==> config.mk <==
export PLATFORM = sky130hd
export DESIGN_NAME = seg_scan_driver_flat
export DESIGN_NICKNAME = d
export VERILOG_FILES = /design/src/rtl/seg_scan_driver_if.sv /design/src/rtl/seg_scan_driver.sv /design/src/flat_wrapper.sv
export SDC_FILE = /design/constraint.sdc
export NUM_CORES = 1
export LEC_CHECK = 0
export ABC_AREA = 0
export ABC_CLOCK_PERIOD_IN_PS = 1900
export CORE_MARGIN = 1.5
export CORE_UTILIZATION = 35
export DETAILED_ROUTE_END_ITERATION = 6
export SETUP_SLACK_MARGIN = 0.02
export SLEW_MARGIN = 20
export SYNTH_ARGS = -nofsm -noshare
export SYNTH_HDL_FRONTEND = slang
export SYNTH_SLANG_ARGS = --single-unit
==> constraint.sdc <==
create_clock -name clk -period 1.9 [get_ports clk]
set_input_delay 0.38 -clock clk [delete_from_list [all_inputs] [get_ports clk]]
set_output_delay 0.38 -clock clk [all_outputs]
set_load 0.02 [all_outputs]
==> src/rtl/seg_scan_driver_if.sv <==
// ============================================================================
// Module      : seg_scan_driver_if
// Description : Digit-code input bus and active-low display outputs of the
//               seven-segment scan driver.
// Revision    : 1.0 - initial release
// ============================================================================
`default_nettype none

interface seg_scan_driver_if;
   logic [47:0] digits;
   logic [7:0]  an;
   logic [7:0]  seg;

   modport master (
      output digits,
      input  an,
      input  seg
   );

   modport slave (
      input  digits,
      output an,
      output seg
   );
endinterface

`default_nettype wire

==> src/rtl/seg_scan_driver.sv <==
// ============================================================================
// Module      : seg_scan_driver
// Description : Eight-digit common-anode seven-segment scan driver with
//               dead-time blanking, glyph decode and blink gating.
// Revision    : 1.0 - initial release
// ============================================================================
`default_nettype none

module seg_scan_driver #(
   parameter int SCAN_DIV    = 100000,
   parameter int DEAD_CYCLES = 16,
   parameter int BLINK_DIV   = 62
) (
   input  logic              clk,
   input  logic              rst_n,
   seg_scan_driver_if.slave  bus
);

   localparam int SCAN_W  = (SCAN_DIV  > 2) ? $clog2(SCAN_DIV)  : 1;
   localparam int FRAME_W = (BLINK_DIV > 2) ? $clog2(BLINK_DIV) : 1;

   localparam logic [SCAN_W-1:0]  c_SCAN_LAST  = SCAN_W'(SCAN_DIV - 1);
   localparam logic [SCAN_W-1:0]  c_SCAN_DEAD  = SCAN_W'(DEAD_CYCLES);
   localparam logic [SCAN_W-1:0]  c_SCAN_ONE   = SCAN_W'(1);
   localparam logic [FRAME_W-1:0] c_FRAME_LAST = FRAME_W'(BLINK_DIV - 1);
   localparam logic [FRAME_W-1:0] c_FRAME_ONE  = FRAME_W'(1);

   logic [SCAN_W-1:0]  scan_cnt_q, scan_cnt_d;
   logic [2:0]         idx_q, idx_d;
   logic [FRAME_W-1:0] frame_cnt_q, frame_cnt_d;
   logic               blink_on_q, blink_on_d;
   logic [5:0]         cur_q, cur_d;
   logic [7:0]         an_q, an_d;
   logic [7:0]         seg_q, seg_d;

   logic [5:0]         w_led [8];

   for (genvar g = 0; g < 8; g++) begin : g_led
      assign w_led[g] = bus.digits[6*g +: 6];
   end

   // Active-high {g,f,e,d,c,b,a}; codes above 10 render blank.
   function automatic logic [6:0] f_glyph(input logic [3:0] code);
      logic [6:0] r;
      case (code)
         4'd0:    r = 7'b0111111;
         4'd1:    r = 7'b0000110;
         4'd2:    r = 7'b1011011;
         4'd3:    r = 7'b1001111;
         4'd4:    r = 7'b1100110;
         4'd5:    r = 7'b1101101;
         4'd6:    r = 7'b1111101;
         4'd7:    r = 7'b0000111;
         4'd8:    r = 7'b1111111;
         4'd9:    r = 7'b1101111;
         4'd10:   r = 7'b1000000;
         default: r = 7'b0000000;
      endcase
      return r;
   endfunction

   always_comb begin
      scan_cnt_d  = scan_cnt_q + c_SCAN_ONE;
      idx_d       = idx_q;
      frame_cnt_d = frame_cnt_q;
      blink_on_d  = blink_on_q;
      cur_d       = cur_q;

      if (scan_cnt_q == c_SCAN_LAST) begin
         scan_cnt_d = '0;
         idx_d      = idx_q + 3'd1;
         if (idx_q == 3'd7) begin
            if (frame_cnt_q == c_FRAME_LAST) begin
               frame_cnt_d = '0;
               blink_on_d  = ~blink_on_q;
            end else begin
               frame_cnt_d = frame_cnt_q + c_FRAME_ONE;
            end
         end
      end

      // Latch once per slot so a code change mid-slot never tears the glyph.
      if (scan_cnt_q == '0) begin
         cur_d = w_led[idx_q];
      end
   end

   always_comb begin
      an_d  = 8'hFF;
      seg_d = 8'hFF;
      if (scan_cnt_q >= c_SCAN_DEAD) begin
         an_d = ~(8'h01 << idx_q);
         if (!(cur_q[5] && !blink_on_q)) begin
            seg_d = ~{cur_q[4], f_glyph(cur_q[3:0])};
         end
      end
   end

   always_ff @(posedge clk or negedge rst_n) begin
      if (!rst_n) begin
         scan_cnt_q  <= '0;
         idx_q       <= 3'd0;
         frame_cnt_q <= '0;
         blink_on_q  <= 1'b1;
         cur_q       <= 6'h00;
         an_q        <= 8'hFF;
         seg_q       <= 8'hFF;
      end else begin
         scan_cnt_q  <= scan_cnt_d;
         idx_q       <= idx_d;
         frame_cnt_q <= frame_cnt_d;
         blink_on_q  <= blink_on_d;
         cur_q       <= cur_d;
         an_q        <= an_d;
         seg_q       <= seg_d;
      end
   end

   assign bus.an  = an_q;
   assign bus.seg = seg_q;

endmodule

`default_nettype wire
==> src/flat_wrapper.sv <==
// flat-port wrapper written by rule: the top's interface ports become plain ports
module seg_scan_driver_flat 
#(
   parameter int SCAN_DIV    = 100000,
   parameter int DEAD_CYCLES = 16,
   parameter int BLINK_DIV   = 62
)
  (clk, rst_n, bus_digits, bus_an, bus_seg);
  seg_scan_driver_if bus_i ();
  input  logic clk;
  input  logic rst_n;
  input wire logic [$bits(bus_i.digits)-1:0] bus_digits;
  output wire logic [$bits(bus_i.an)-1:0] bus_an;
  output wire logic [$bits(bus_i.seg)-1:0] bus_seg;
  assign bus_i.digits = bus_digits;
  assign bus_an = bus_i.an;
  assign bus_seg = bus_i.seg;
  seg_scan_driver #(.SCAN_DIV(SCAN_DIV), .DEAD_CYCLES(DEAD_CYCLES), .BLINK_DIV(BLINK_DIV)) u_core (.clk(clk), .rst_n(rst_n), .bus(bus_i));
endmodule
==> flow_results.org, run 1 <==
** Placement
- The count of buffers added on input and output ports is 65.
- At the placement stage, the worst setup path has a slack of -0.09150 ns.
- In this run the cell area measured after placement is between 3000 and 4000 µm².
- Cell Count Post-Placement :: 435
- Half-perimeter wire length of the detailed placement result :: approximately 4600 µm
- At the end of routability-driven placement, the weighted congestion stood at about 0.79.

** Timing
- Setup tns final :: 0 ns
- Setup violations remaining at the end of the flow were counted as 0.
- Worst hold margin :: around 0.42 ns
- In the finished design, the share of the clock period the worst path needs comes to 0.9832.
- The max-slew violation count came to 0.
- The clock period could shrink to 1.868 ns.
- Worst relative slew slack :: 0.7827
- Static timing analysis puts the maximum clock frequency at ~540 MHz.
- Between clock sinks in the finished design, the worst skew comes to ~0.009 ns.
- At the pin with the least slew margin, the transition time is about 0.33 ns.
- Setup repair after global routing could not meet its margin everywhere.
- Setup slack on the critical path of the routed design comes to roughly 0.032 ns.
- The final hold violation count is 0.

** Layout
- Diodes inserted :: 0
- Of the cells placed in the final design, the portion with a size suffix greater than 1 is 0.2812.
- Measured on the finished design, the core utilization comes to 0.5090.
- The finished layout holds roughly 450 standard cells, fillers aside.
- Relative to the synthesized area, the layout overhead comes to 41.93%.
- Leaving out fill and tap cells, the most frequent cell in the layout is sky130_fd_sc_hd__clkdlybuf4s50_1.
- The net count of the finished layout is approximately 410.
- Summing all non-filler instances in the final layout gives an area of just under 4000 µm².
- Commonest non-fill, non-tap cells in the layout :: 64 x sky130_fd_sc_hd__clkdlybuf4s50_1, 31 x sky130_fd_sc_hd__nand2_1, 31 x sky130_fd_sc_hd__buf_4, 30 x sky130_fd_sc_hd__dfrtp_1, 17 x sky130_fd_sc_hd__dfstp_2

** Worst setup path
- Type of element capturing the critical path :: flip-flop
- Type of origin of the critical path :: flip-flop
- Largest fanout on the critical path :: 5
- For this run, the slowest stage of the critical path takes around 0.56 ns.
- The kind of cell with the highest combined delay along the critical path is simple AND/OR/NAND/NOR gates.
- CP Class :: reg2reg
- At the worst endpoint, the required time is ~2.1 ns.
- Cell Chain, Critical Path :: nor4_4 -> nand4_2 -> or4b_4 -> mux2_4
- The slowest stage of the critical path belongs to the cell sky130_fd_sc_hd__or4b_4.
- Worst Path Buf+Inv :: 0
- Data arrival time of the critical path :: around 2.1 ns

** Floorplanning
- The die is 91.52 µm tall.
- Effective utilization at floorplan :: 0.3586
- The core region is ~7600 µm².
- The floorplan step set the die width to about 92 µm.
- 66 I/O pins were placed.
- Core Rows :: 32
- Area of the die :: between 8000 and 9000 µm²

** Synthesis
- The most used flip-flop cell after synthesis is sky130_fd_sc_hd__dfrtp_1.
- After synthesis the cells add up to 2743 µm².
- The cell count after synthesis came out at between 200 and 250.
- Post-Synthesis Net Count :: around 310
- Unique masters post-synth :: 42
- Counting flops with a built-in enable in the synthesized netlist gives 0.
- Number of flip-flops and latches in the synthesized netlist :: just under 50
- Averaged over all synthesized cells, the footprint is between 10 and 15 µm².
- In the synthesized netlist the async set-or-reset flop fraction comes to 1.000.
- For this run, the register share of the synthesized area comes to 0.4548.
- During synthesis, Yosys emitted a total of 0 warnings.

** Route
- In this run the remaining antenna-violating nets after routing total 0.
- 1st-pass router iterations :: 4
- Routed via count divided by cell count :: between 4 and 5
- Wires add up to 6026 µm.
- The first routing iteration left 75 violations.
- After detailed routing, the number of remaining DRC violations is 0.
- Dividing the detail-routed wire length by the instance count gives 13.48 µm.
- The final route contains 2,137 vias.

** Global route
- The first global-routing pass estimated 10,500 µm of wire.
- Entering global routing, the biggest net connects 25 pins.
- For this run the aggregate overflow at the end of global routing stands at 0.
- Via count of the first global-routing pass :: around 2,300
- The number of antenna violations at the first check in global routing is 0.
- Global-route usage over all layers :: 0.1563

** Hold path
- The tightest min-delay check is of the reg2reg type.

** Outcome
- Result of the run :: complete, no violations

** Clock tree
- The tree built by TritonCTS fans out to 49 sinks.
- Clock latency on the worst-skew pair :: 0.30 ns
- Number of buffers on the longest clock path :: 2
- Total clock buffers created by CTS :: 5
- Number of H-tree levels :: 2
- The tree is rooted in a sky130_fd_sc_hd__clkbuf_8.
- Clock-pin slew was measured on the worst setup and hold paths at approximately 0.090 ns.
- Clock tree from TritonCTS :: yes

** Power and ir drop
- Cell leakage power :: approximately 1.6 nW
- Internal power contribution :: ~1.5 mW
- Switching share of total power :: 0.2270
- Post-layout power :: 1.957 mW
- VDD IR max :: about 240 µV
- Total power divided by cell area :: about 500 nW/µm²
- Of the total power, the clock network draws 0.333.
- Combinational group share of total power :: 0.115
- Power dissipated by switching net loads :: between 0.4 and 0.5 mW
- Share of total power in sequential cells :: 0.552

** Job
- Across the run, the number of max-cap violations was 0.
==> path summary, 6_finish.rpt <==
kind / from / end / slack (ns) / depth (start not counted)
worst min-delay path: u_core.cur_q[4] / u_core.bus.seg[7] / 0.42 / 1
worst min register to register: u_core.cur_q[4] / u_core.bus.seg[7] / 0.42 / 1
max in group asynchronous: rst_n / u_core.bus.an[6] / 0.82 / 3
worst max-delay path: u_core.scan_cnt_q[11] / u_core.cur_q[3] / 0.03 / 4
worst max register to register: u_core.scan_cnt_q[11] / u_core.cur_q[3] / 0.03 / 4
min in group asynchronous: rst_n / u_core.scan_cnt_q[13] / 0.50 / 2
==> final cells by class <==
type                       instances  area, µm²
inverter                          15      56.30
sequential                        49       1250
clock inverter                     2      13.76
fill                             690       3755
multi-input combinational        175       1454
clock buffer                       6      82.58
tap                              102      127.6
timing repair buffer              98      908.4
==> what timing repair did <==
action | CTS | global route
setup buffers | 2 | 1
hold endpoints to repair | 10 | 0
setup endpoints to repair | 10 | 14
pin swaps | 1 | 0
hold buffers | 1 | 0
resized for setup | 3 | 5
gates cloned | 0 | 0
==> sequential cells by signal (all words and copies together) (netlist names) <==
| register | count |
|---|---|
| u_core.blink_on_q | 1 |
| u_core.bus.an | 8 |
| u_core.cur_q | 6 |
| u_core.bus.seg | 8 |
| u_core.scan_cnt_q | 17 |
| u_core.frame_cnt_q | 6 |
| u_core.idx_q | 3 |
==> metal layers <==
metal | share of wire | track usage | vias up
met5 | 0 | 0 | -
met3 | 0.035 | 0.03015 | 8
li1 | - | - | 1065
met1 | 0.48 | 0.2072 | 1009
met4 | 0.016 | 0.05208 | 0
met2 | 0.46 | 0.2556 | 55
==> logic make-up (layout without fill, tap and decap cells) <==
family / Yosys count / count (layout) / synth area share
compound gates: 21 / 21 / 0.04790
mux: 25 / 25 / 0.1547
simple gates: 97 / 97 / 0.1857
flops: 49 / 49 / 0.4548
fa+ha+maj: 15 / 15 / 0.06843
xor+xnor: 17 / 17 / 0.05429
buf+inv: 22 / 121 / 0.03421
==> cell usage after synthesis, types with 2 or more instances <==
library cell | instances | area, µm²
sky130_fd_sc_hd__o21ai_0 | 9 | 45.04
sky130_fd_sc_hd__mux4_2 | 12 | 270.3
sky130_fd_sc_hd__buf_2 | 3 | 15.01
sky130_fd_sc_hd__nor2_1 | 16 | 60.06
sky130_fd_sc_hd__xnor2_1 | 13 | 113.9
sky130_fd_sc_hd__and2_1 | 2 | 12.51
sky130_fd_sc_hd__inv_1 | 14 | 52.55
sky130_fd_sc_hd__xor2_1 | 4 | 35.03
sky130_fd_sc_hd__clkbuf_1 | 3 | 11.26
sky130_fd_sc_hd__nor4_1 | 2 | 12.51
sky130_fd_sc_hd__dfstp_2 | 17 | 446.7
sky130_fd_sc_hd__nand3_1 | 13 | 65.06
sky130_fd_sc_hd__or3_1 | 3 | 18.77
sky130_fd_sc_hd__nand2_1 | 31 | 116.4
sky130_fd_sc_hd__mux2i_1 | 6 | 60.06
sky130_fd_sc_hd__dfrtp_1 | 32 | 800.8
sky130_fd_sc_hd__ha_1 | 15 | 187.7
sky130_fd_sc_hd__o31ai_1 | 2 | 15.01
sky130_fd_sc_hd__mux2_2 | 3 | 33.78
sky130_fd_sc_hd__nor2b_1 | 2 | 12.51
sky130_fd_sc_hd__a21oi_1 | 4 | 20.02
sky130_fd_sc_hd__o41ai_1 | 4 | 35.03
sky130_fd_sc_hd__nor3_1 | 5 | 25.02
sky130_fd_sc_hd__and2_2 | 2 | 15.01
sky130_fd_sc_hd__nand2b_1 | 2 | 12.51
sky130_fd_sc_hd__mux2_4 | 4 | 60.06
sky130_fd_sc_hd__nand4_1 | 6 | 37.54
sky130_fd_sc_hd__and3_1 | 3 | 18.77
==> power groups by stage <==
stage	sequential (mW)	clock [mW]	combinational, mW
6_report	1.08	0.653	0.224
5_1_grt	1.08	0.719	0.244
4_1_cts	1.08	0.679	0.228
2_1_floorplan	1.11	0	0.0577
3_5_place_dp	1.10	0	0.225
3_3_place_gp	1.10	0	0.222
No activity file was read; power rests on OpenSTA's default activity.
==> run 2: changes to the inputs <==
Settings changed: ABC_AREA 0 to 1, PLACE_DENSITY from default to 0.58.
==> run 2 against run 1 <==
Cell area grew 1.5%. Register-to-register slack gained 0.33 ns. Wire length grew 16%. Synthesized cell count grew 76%. Critical path type is now reg2out. Total power grew 4.7%. Setup slack gained 0.051 ns. Hold slack lost 0.37 ns. First-iteration DRC count grew 51%. Flip-flop and latch count is the same. Area after synthesis grew 12%.
==> flow_results.org, run 2 <==
** Clock tree
- The tree built by TritonCTS fans out to 49 sinks.
- Resized cells post-CTS :: 0
- Clock tree from TritonCTS :: yes
- For the worst-skew pair, the clock arrives at the later sink with an insertion delay of 0.30 ns.
- The root buffer cell chosen for the clock tree is sky130_fd_sc_hd__clkbuf_8.
- In this run the post-CTS setup repair buffer count came out at 0.
- Number of buffers on the longest clock path :: 2
- Clock slew at the register clock pins of the worst setup and hold paths :: around 0.090 ns
- The H-tree generated during clock tree synthesis spans 2 levels.
- The number of hold buffers added after CTS was 0.
- Buffers inserted during clock tree synthesis total 5.

** Synthesis
- For this run, the register share of the synthesized area comes to 0.4048.
- Sorting the synthesized cells by how often they occur yields 136 x sky130_fd_sc_hd__nand2_1, 70 x sky130_fd_sc_hd__nor2_1, 37 x sky130_fd_sc_hd__inv_1.
- Syn avg cell area :: 7.117 µm²
- Area share of the largest cell type after synthesis :: 0.2598
- The cell area that synthesis handed to floorplanning was 3082 µm².
- Post-Synthesis Net Count :: roughly 500
- Among all flip-flop cells after synthesis, the most frequent one is sky130_fd_sc_hd__dfrtp_1.
- Unique masters post-synth :: 27
- Of all flip-flops after synthesis, the portion carrying an async set or reset was 1.000.
- Sorting the synthesized cells by area gives the leading types as sky130_fd_sc_hd__dfrtp_1 26%, sky130_fd_sc_hd__nand2_1 17%, sky130_fd_sc_hd__dfstp_2 14%.
- Top cell type by total area after synthesis :: sky130_fd_sc_hd__dfrtp_1
- Number of warnings issued by yosys :: 0
- Counting flops with a built-in enable in the synthesized netlist gives 0.
- Post-Synthesis Cells :: approximately 430
- Most used standard cell by instance count after synthesis :: sky130_fd_sc_hd__nand2_1
- Number of flip-flops and latches in the synthesized netlist :: about 50

** Outcome
- The run finished with clean final reports.

** Floorplanning
- Effective utilization at floorplan :: 0.3569
- Row generation in the floorplan step produced 34 rows.
- DIE WIDTH :: between 90 and 100 µm
- Height of the die :: ~97 µm
- Core Area :: 8636 µm²
- Area of the die :: approximately 9400 µm²
- I/O pin cnt :: 66

** Global route
- The number of antenna violations at the first check in global routing was 0.
- Global-route wire length before repair :: around 12,000 µm
- Global-route usage over all layers :: 0.1581
- Aggregate global routing overflow :: 0
- Via count of the first global-routing pass :: 2,660
- Maximum number of pins on one net before global-route repair :: 28

** Timing
- Setup violations remaining at the end of the flow were counted as 0.
- The final hold violation count came to 0.
- Worst relative slew slack :: 0.6349
- Worst clock skew :: 0.004894 ns
- Setup repair after global routing left no endpoint under its margin.
- The max-slew violation count is 0.
- Setup tns final :: 0 ns
- Dividing the final minimum period by the clock period gives 0.9563.
- Static timing analysis puts the maximum clock frequency at about 550 MHz.
- Time the final worst path needs with I/O delays and setup :: 1.817 ns
- At the pin with the least slew margin, the transition time is between 0.5 and 0.6 ns.

** Power and ir drop
- In this run the static leakage power is ~1.9 nW.
- For this design the ratio of total power to cell area is 518.5 nW/µm².
- IR analysis of the VDD net gives a maximum drop of about 260 µV.

** Hold path
- HP Class :: in2async

** Worst setup path
- CP Class :: reg2out
- The worst setup path is captured at a primary output.
- The number of buffers and inverters on the critical path is 1.
- For this run, the slowest stage of the critical path takes slightly above 0.6 ns.
- For this design, the slowest cell found on the critical path is sky130_fd_sc_hd__clkdlybuf4s50_1.
- At the worst endpoint, the arrival time is 1.44 ns.
- Largest fanout on the critical path :: 1
- Cell Chain, Critical Path :: clkdlybuf4s50_1
- At the worst endpoint, the required time is approximately 1.5 ns.
- The cell family contributing the most delay on the critical path is buffers and inverters.
- STA classifies the critical path startpoint as a flip-flop.

** Layout
- After routing the design area is slightly below 4000 µm².
- The repair_antennas step left the layout with diodes totalling 0.
- Leaving out fill and tap cells, the most frequent cell in the layout is sky130_fd_sc_hd__nand2_1.
- Area overhead of the layout relative to synthesis :: 28.26%
- Post-layout nets :: around 560
- Register with the highest flop count :: u_core.scan_cnt_q
- The register with the most flip-flops in the layout has 17 of them.
- Commonest non-fill, non-tap cells in the layout :: 136 x sky130_fd_sc_hd__nand2_1, 70 x sky130_fd_sc_hd__nor2_1, 64 x sky130_fd_sc_hd__clkdlybuf4s50_1, 37 x sky130_fd_sc_hd__inv_1
- Fraction of final layout cells sized beyond drive strength 1 :: 0.1060

** Route
- Routed length on met3 :: between 300 and 400 µm
- In the final routing, the length of wire on met1 measures around 3600 µm.
- Number of nets with antenna violations after detailed routing :: 0
- The first routing iteration left approximately 110 violations.
- Summing over every cut layer, the via total after detailed routing is between 2,000 and 3,000.
- The highest layer touched by signal routing is met4.
- After detailed routing, the number of remaining DRC violations is 0.
- Before antenna repair, the detailed router went through 4 iterations.
- Routed wire length on met2 :: ~3000 µm
- After detailed routing, the number of vias per cell comes to ~4.7.
- Average wire per standard cell :: between 10 and 15 µm
- Wires add up to about 7000 µm.

** Placement
- Port-buffer cells :: 65
- The congestion estimate from routability-driven global placement came to roughly 0.86.
- Half-perimeter wire length of the detailed placement result :: roughly 5500 µm
- Summing all placed instances gives a cell area of 3837 µm².

** Job
- Max-cap violations in this run came to 0.
-- run 2: worst paths after layout --
| path | startpoint | slack (ns) | depth (start not counted) | end |
|---|---|---|---|---|
| worst max register to register | u_core.idx_q[0] | 0.36 | 7 | u_core.blink_on_q |
| worst max-delay path | u_core.bus.an[5] | 0.08 | 1 | bus_an[5] |
| worst min-delay path | rst_n | 0.05 | 2 | u_core.scan_cnt_q[2] |
| max in group asynchronous | rst_n | 1.53 | 2 | u_core.bus.an[6] |
| worst min register to register | u_core.cur_q[4] | 0.45 | 1 | u_core.bus.seg[7] |
| min in group clk | u_core.cur_q[4] | 0.45 | 1 | u_core.bus.seg[7] |
-- run 2: stage by stage --
step           cells  setup WS [ns]    util  hold WS [ns]  power, mW
3_5_place_dp     600         0.3535  0.4444        0.3893      1.326
6_report         608        0.08299  0.4577       0.05046      2.050
3_3_place_gp     600         0.3607  0.4444        0.3844      1.325
2_1_floorplan    433         0.5854       -       0.08441      1.168
4_1_cts          608        0.05742  0.4577       0.04763      2.083
5_1_grt          608        0.03234  0.4577       0.05837      2.157
-- run 2: layer usage --
layer  vias to the layer above  GRT usage
met5                         -          0
met2                        77     0.2367
met3                         7    0.02890
met4                         0    0.04348
li1                       1480          -
met1                      1275     0.2333
-- run 2: cells by family (layout without fill, tap and decap cells) --
family	Yosys count	after routing	share of synthesized area
buffers and inverters	54	121	0.07146
xor gates and xnor gates	11	11	0.03126
and+or+nand+nor	267	267	0.3699
AOI/OAI and AO/OA	37	37	0.06171
DFF	49	49	0.4048
adders and majority gates	15	15	0.06090
-- run 2: cell type report --
class,instances,area (µm²)
clock buffer,5,68.82
inverter,44,165.2
multi-input combinational,330,1614
clock inverter,3,46.29
timing repair buffer,69,675.6
sequential,49,1247
tap,108,135.1
fill,878,4683
-- run 2: power by group --
part           internal (mW)  switching [mW]  leakage (nW)
sequential              1.07          0.0102         0.597
combinational          0.134          0.0898          1.22
clock                  0.394           0.352        0.0543
==> run 3: changes to the inputs <==
Settings changed: SETUP_SLACK_MARGIN 0.02 to 0.2, SLEW_MARGIN 20 to 40.
==> run 3 against run 2 <==
Clock power is essentially flat. Maximum frequency grew 18%. Flip-flop and latch count is the same. Sequential power is essentially flat. Combinational power shrank 4%. First-iteration DRC count shrank 0.88%. Utilization shrank 0.10 points. Largest power group unchanged. Clock skew is essentially flat.
==> flow_results.org, run 3 (same netlist as run 2, synthesis figures left out) <==
** Route
- For this run, design rule violations remaining after detail routing come to 0.
- Average wire per standard cell :: around 12 µm
- Number of nets with antenna violations after detailed routing :: 0
- Final WL :: 7053 µm
- Drt initial violations :: around 110
- 1st-pass router iterations :: 4
- Total number of vias :: approximately 2,800
- Using the TritonRoute via totals, the vias-per-cell ratio works out to ~4.6.

** Worst setup path
- The signal on the critical path passes through dlygate4sd2_1.
- The number of buffers and inverters on the critical path is 1.
- Data on the critical path arrives at its endpoint at 1.16 ns.
- CP Class :: reg2out
- Worst reg-to-reg path cell count :: 9
- Required time at the worst-slack endpoint :: 1.52 ns
- Largest fanout on the critical path :: 1
- The worst setup path is captured at a primary output.
- Capture point of the worst reg-to-reg path :: u_core.frame_cnt_q[4]
- Type of origin of the critical path :: flip-flop
- Internal reg-to-reg setup slack :: approximately 0.39 ns
- The startpoint identified for the worst register-to-register timing path is u_core.scan_cnt_q[1].
- For this design, the slowest cell found on the critical path is sky130_fd_sc_hd__dfstp_2.
- On the worst path, the slowest cell contributes a delay of between 0.5 and 0.6 ns.
- In this design, the largest share of critical-path delay is due to flip-flops.

** Placement
- Post-place instance area :: ~3800 µm²
- Once placement completed, the tool counted placed cells totaling 600.
- Detailed placement finished with a half-perimeter wire length of ~5500 µm.
- Port-buffer cells :: 65
- At the end of routability-driven placement, the weighted congestion stood at roughly 0.86.

** Power and ir drop
- VDD IR max :: between 200 and 300 µV
- In this run the static leakage power is 1.862 nW.
- For this design the ratio of total power to cell area is 517.7 nW/µm².

** Global route
- The number of antenna violations at the first check in global routing came to 0.
- Maximum number of pins on one net before global-route repair :: 28
- Global-route usage over all layers :: 0.1581
- Via count of the first global-routing pass :: 2,660
- Global-route wire length before repair :: 12,440 µm
- Aggregate global routing overflow :: 0

** Clock tree
- Clock root buffer master :: sky130_fd_sc_hd__clkbuf_8
- Number of buffers on the longest clock path :: 2
- Clock tree from TritonCTS :: yes
- Clock slew at the register clock pins of the worst setup and hold paths :: about 0.090 ns
- CTS Hold Buffers Added :: 0
- Clock latency on the worst-skew pair :: ~0.30 ns
- The tree built by TritonCTS fans out to just under 50 sinks.
- The clock tree synthesis step divided the H-tree into 2 levels.
- Total clock buffers created by CTS :: 5

** Floorplanning
- Height of the die :: just under 100 µm
- Core Rows :: 34
- Core Area :: 8636 µm²
- DIE WIDTH :: about 97 µm
- I/O pin cnt :: 66
- For this configuration, the core starts out at a cell density of 0.3569.
- Area of the die :: roughly 9400 µm²

** Layout
- Design area :: 3944 µm²
- Register with the highest flop count :: u_core.scan_cnt_q
- Most common cell after layout, fill and taps aside :: sky130_fd_sc_hd__nand2_1
- Post-route insts no fill :: 609
- Post-layout nets :: about 570
- The number of antenna diodes in the final layout is 0.
- Area overhead of the layout relative to synthesis :: 27.97%
- Of the cells placed in the final design, the portion with a size suffix greater than 1 is 0.1118.
- The register with the most flip-flops in the layout has 17 of them.
- Multi-input logic area :: 1617 µm²
- Commonest non-fill, non-tap cells in the layout :: 135 x sky130_fd_sc_hd__nand2_1, 70 x sky130_fd_sc_hd__nor2_1, 48 x sky130_fd_sc_hd__clkdlybuf4s50_1, 37 x sky130_fd_sc_hd__inv_1, 32 x sky130_fd_sc_hd__nand3_1
- Footprint of the flip-flops and latches :: ~1200 µm²
- The layout has 878 filler cells.

** Timing
- Max Fclk :: between 600 and 700 MHz
- The final hold violation count came to 0.
- Slew at the pin closest to its max-slew limit :: 0.4682 ns
- Worst clock skew :: 0.004552 ns
- Setup violations remaining at the end of the flow were counted as 0.
- Final max-slew violation count :: 0
- Setup tns final :: 0 ns
- Post-route fraction of the period consumed by the critical path :: 0.8129
- Worst relative slew slack :: 0.6876
- The clock period could shrink to 1.545 ns.
- Setup repair after global routing left no endpoint under its margin.

** Job
- Max-cap violations :: 0

** Outcome
- The run finished with clean final reports.

** Hold path
- HP Class :: in2async
run 3: cell count changes in the layout (fill, tap and decap cells not counted), sizes merged:
cell           before  now
clkdlybuf4s50      64   48
buf                 5    6
dlygate4sd2         0   16
run 3: area by class of cell:
cell class | count | area share
multi-input cells | 330 | 0.4099
flip-flops and latches | 49 | 0.3166
repair buffers | 70 | 0.1681
inverters | 44 | 0.04188
well taps | 108 | 0.03426
clock buffers | 5 | 0.01745
clock inverters | 3 | 0.01174
run 3: what timing repair did:
action                                  CTS  global route
endpoints found under the setup margin   16             7
pin swaps                                 0             1
setup buffers                             0             1
gates resized for setup                  16             2
run 3: how the worst max path moves through the flow:
| stage | start | end | slack (ns) | cells after the start |
|---|---|---|---|---|
| 5_1_grt | u_core.scan_cnt_q[1] | u_core.frame_cnt_q[4] | 0.21 | 9 |
| 3_5_place_dp | u_core.idx_q[0] | u_core.blink_on_q | 0.35 | 7 |
| 6_report | u_core.bus.an[5] | bus_an[5] | 0.36 | 1 |
| 2_1_floorplan | u_core.scan_cnt_q[0] | u_core.frame_cnt_q[2] | 0.59 | 9 |
| 3_3_place_gp | u_core.idx_q[0] | u_core.blink_on_q | 0.36 | 7 |
| 4_1_cts | u_core.bus.an[5] | bus_an[5] | 0.33 | 1 |
run 3: metrics by stage:
stage | setup WS [ns] | hold WS, ns | total power, mW | utilization
after floorplan | 0.5854 | 0.08441 | 1.168 | -
after global placement | 0.3607 | 0.3844 | 1.325 | 0.4444
after detailed placement | 0.3535 | 0.3893 | 1.326 | 0.4444
after CTS | 0.3295 | 0.04763 | 2.074 | 0.4554
after global routing | 0.2084 | 0.05837 | 2.149 | 0.4567
final | 0.3555 | 0.05144 | 2.042 | 0.4567
run 3: where the power goes:
part	leakage, nW	internal [mW]	switching, mW
combinational	1.21	0.126	0.0898
clock	0.0543	0.394	0.353
sequential	0.596	1.07	0.00971
total	1.86	1.59	0.453
run 3: routing by layer:
metal | wire length, µm | track usage | vias to the layer above
li1 | - | - | 1482
met1 | 3581 | 0.2333 | 1266
met2 | 3021 | 0.2367 | 78
met3 | 380 | 0.02890 | 5
met4 | 70 | 0.04348 | 0
met5 | 0 | 0 | -
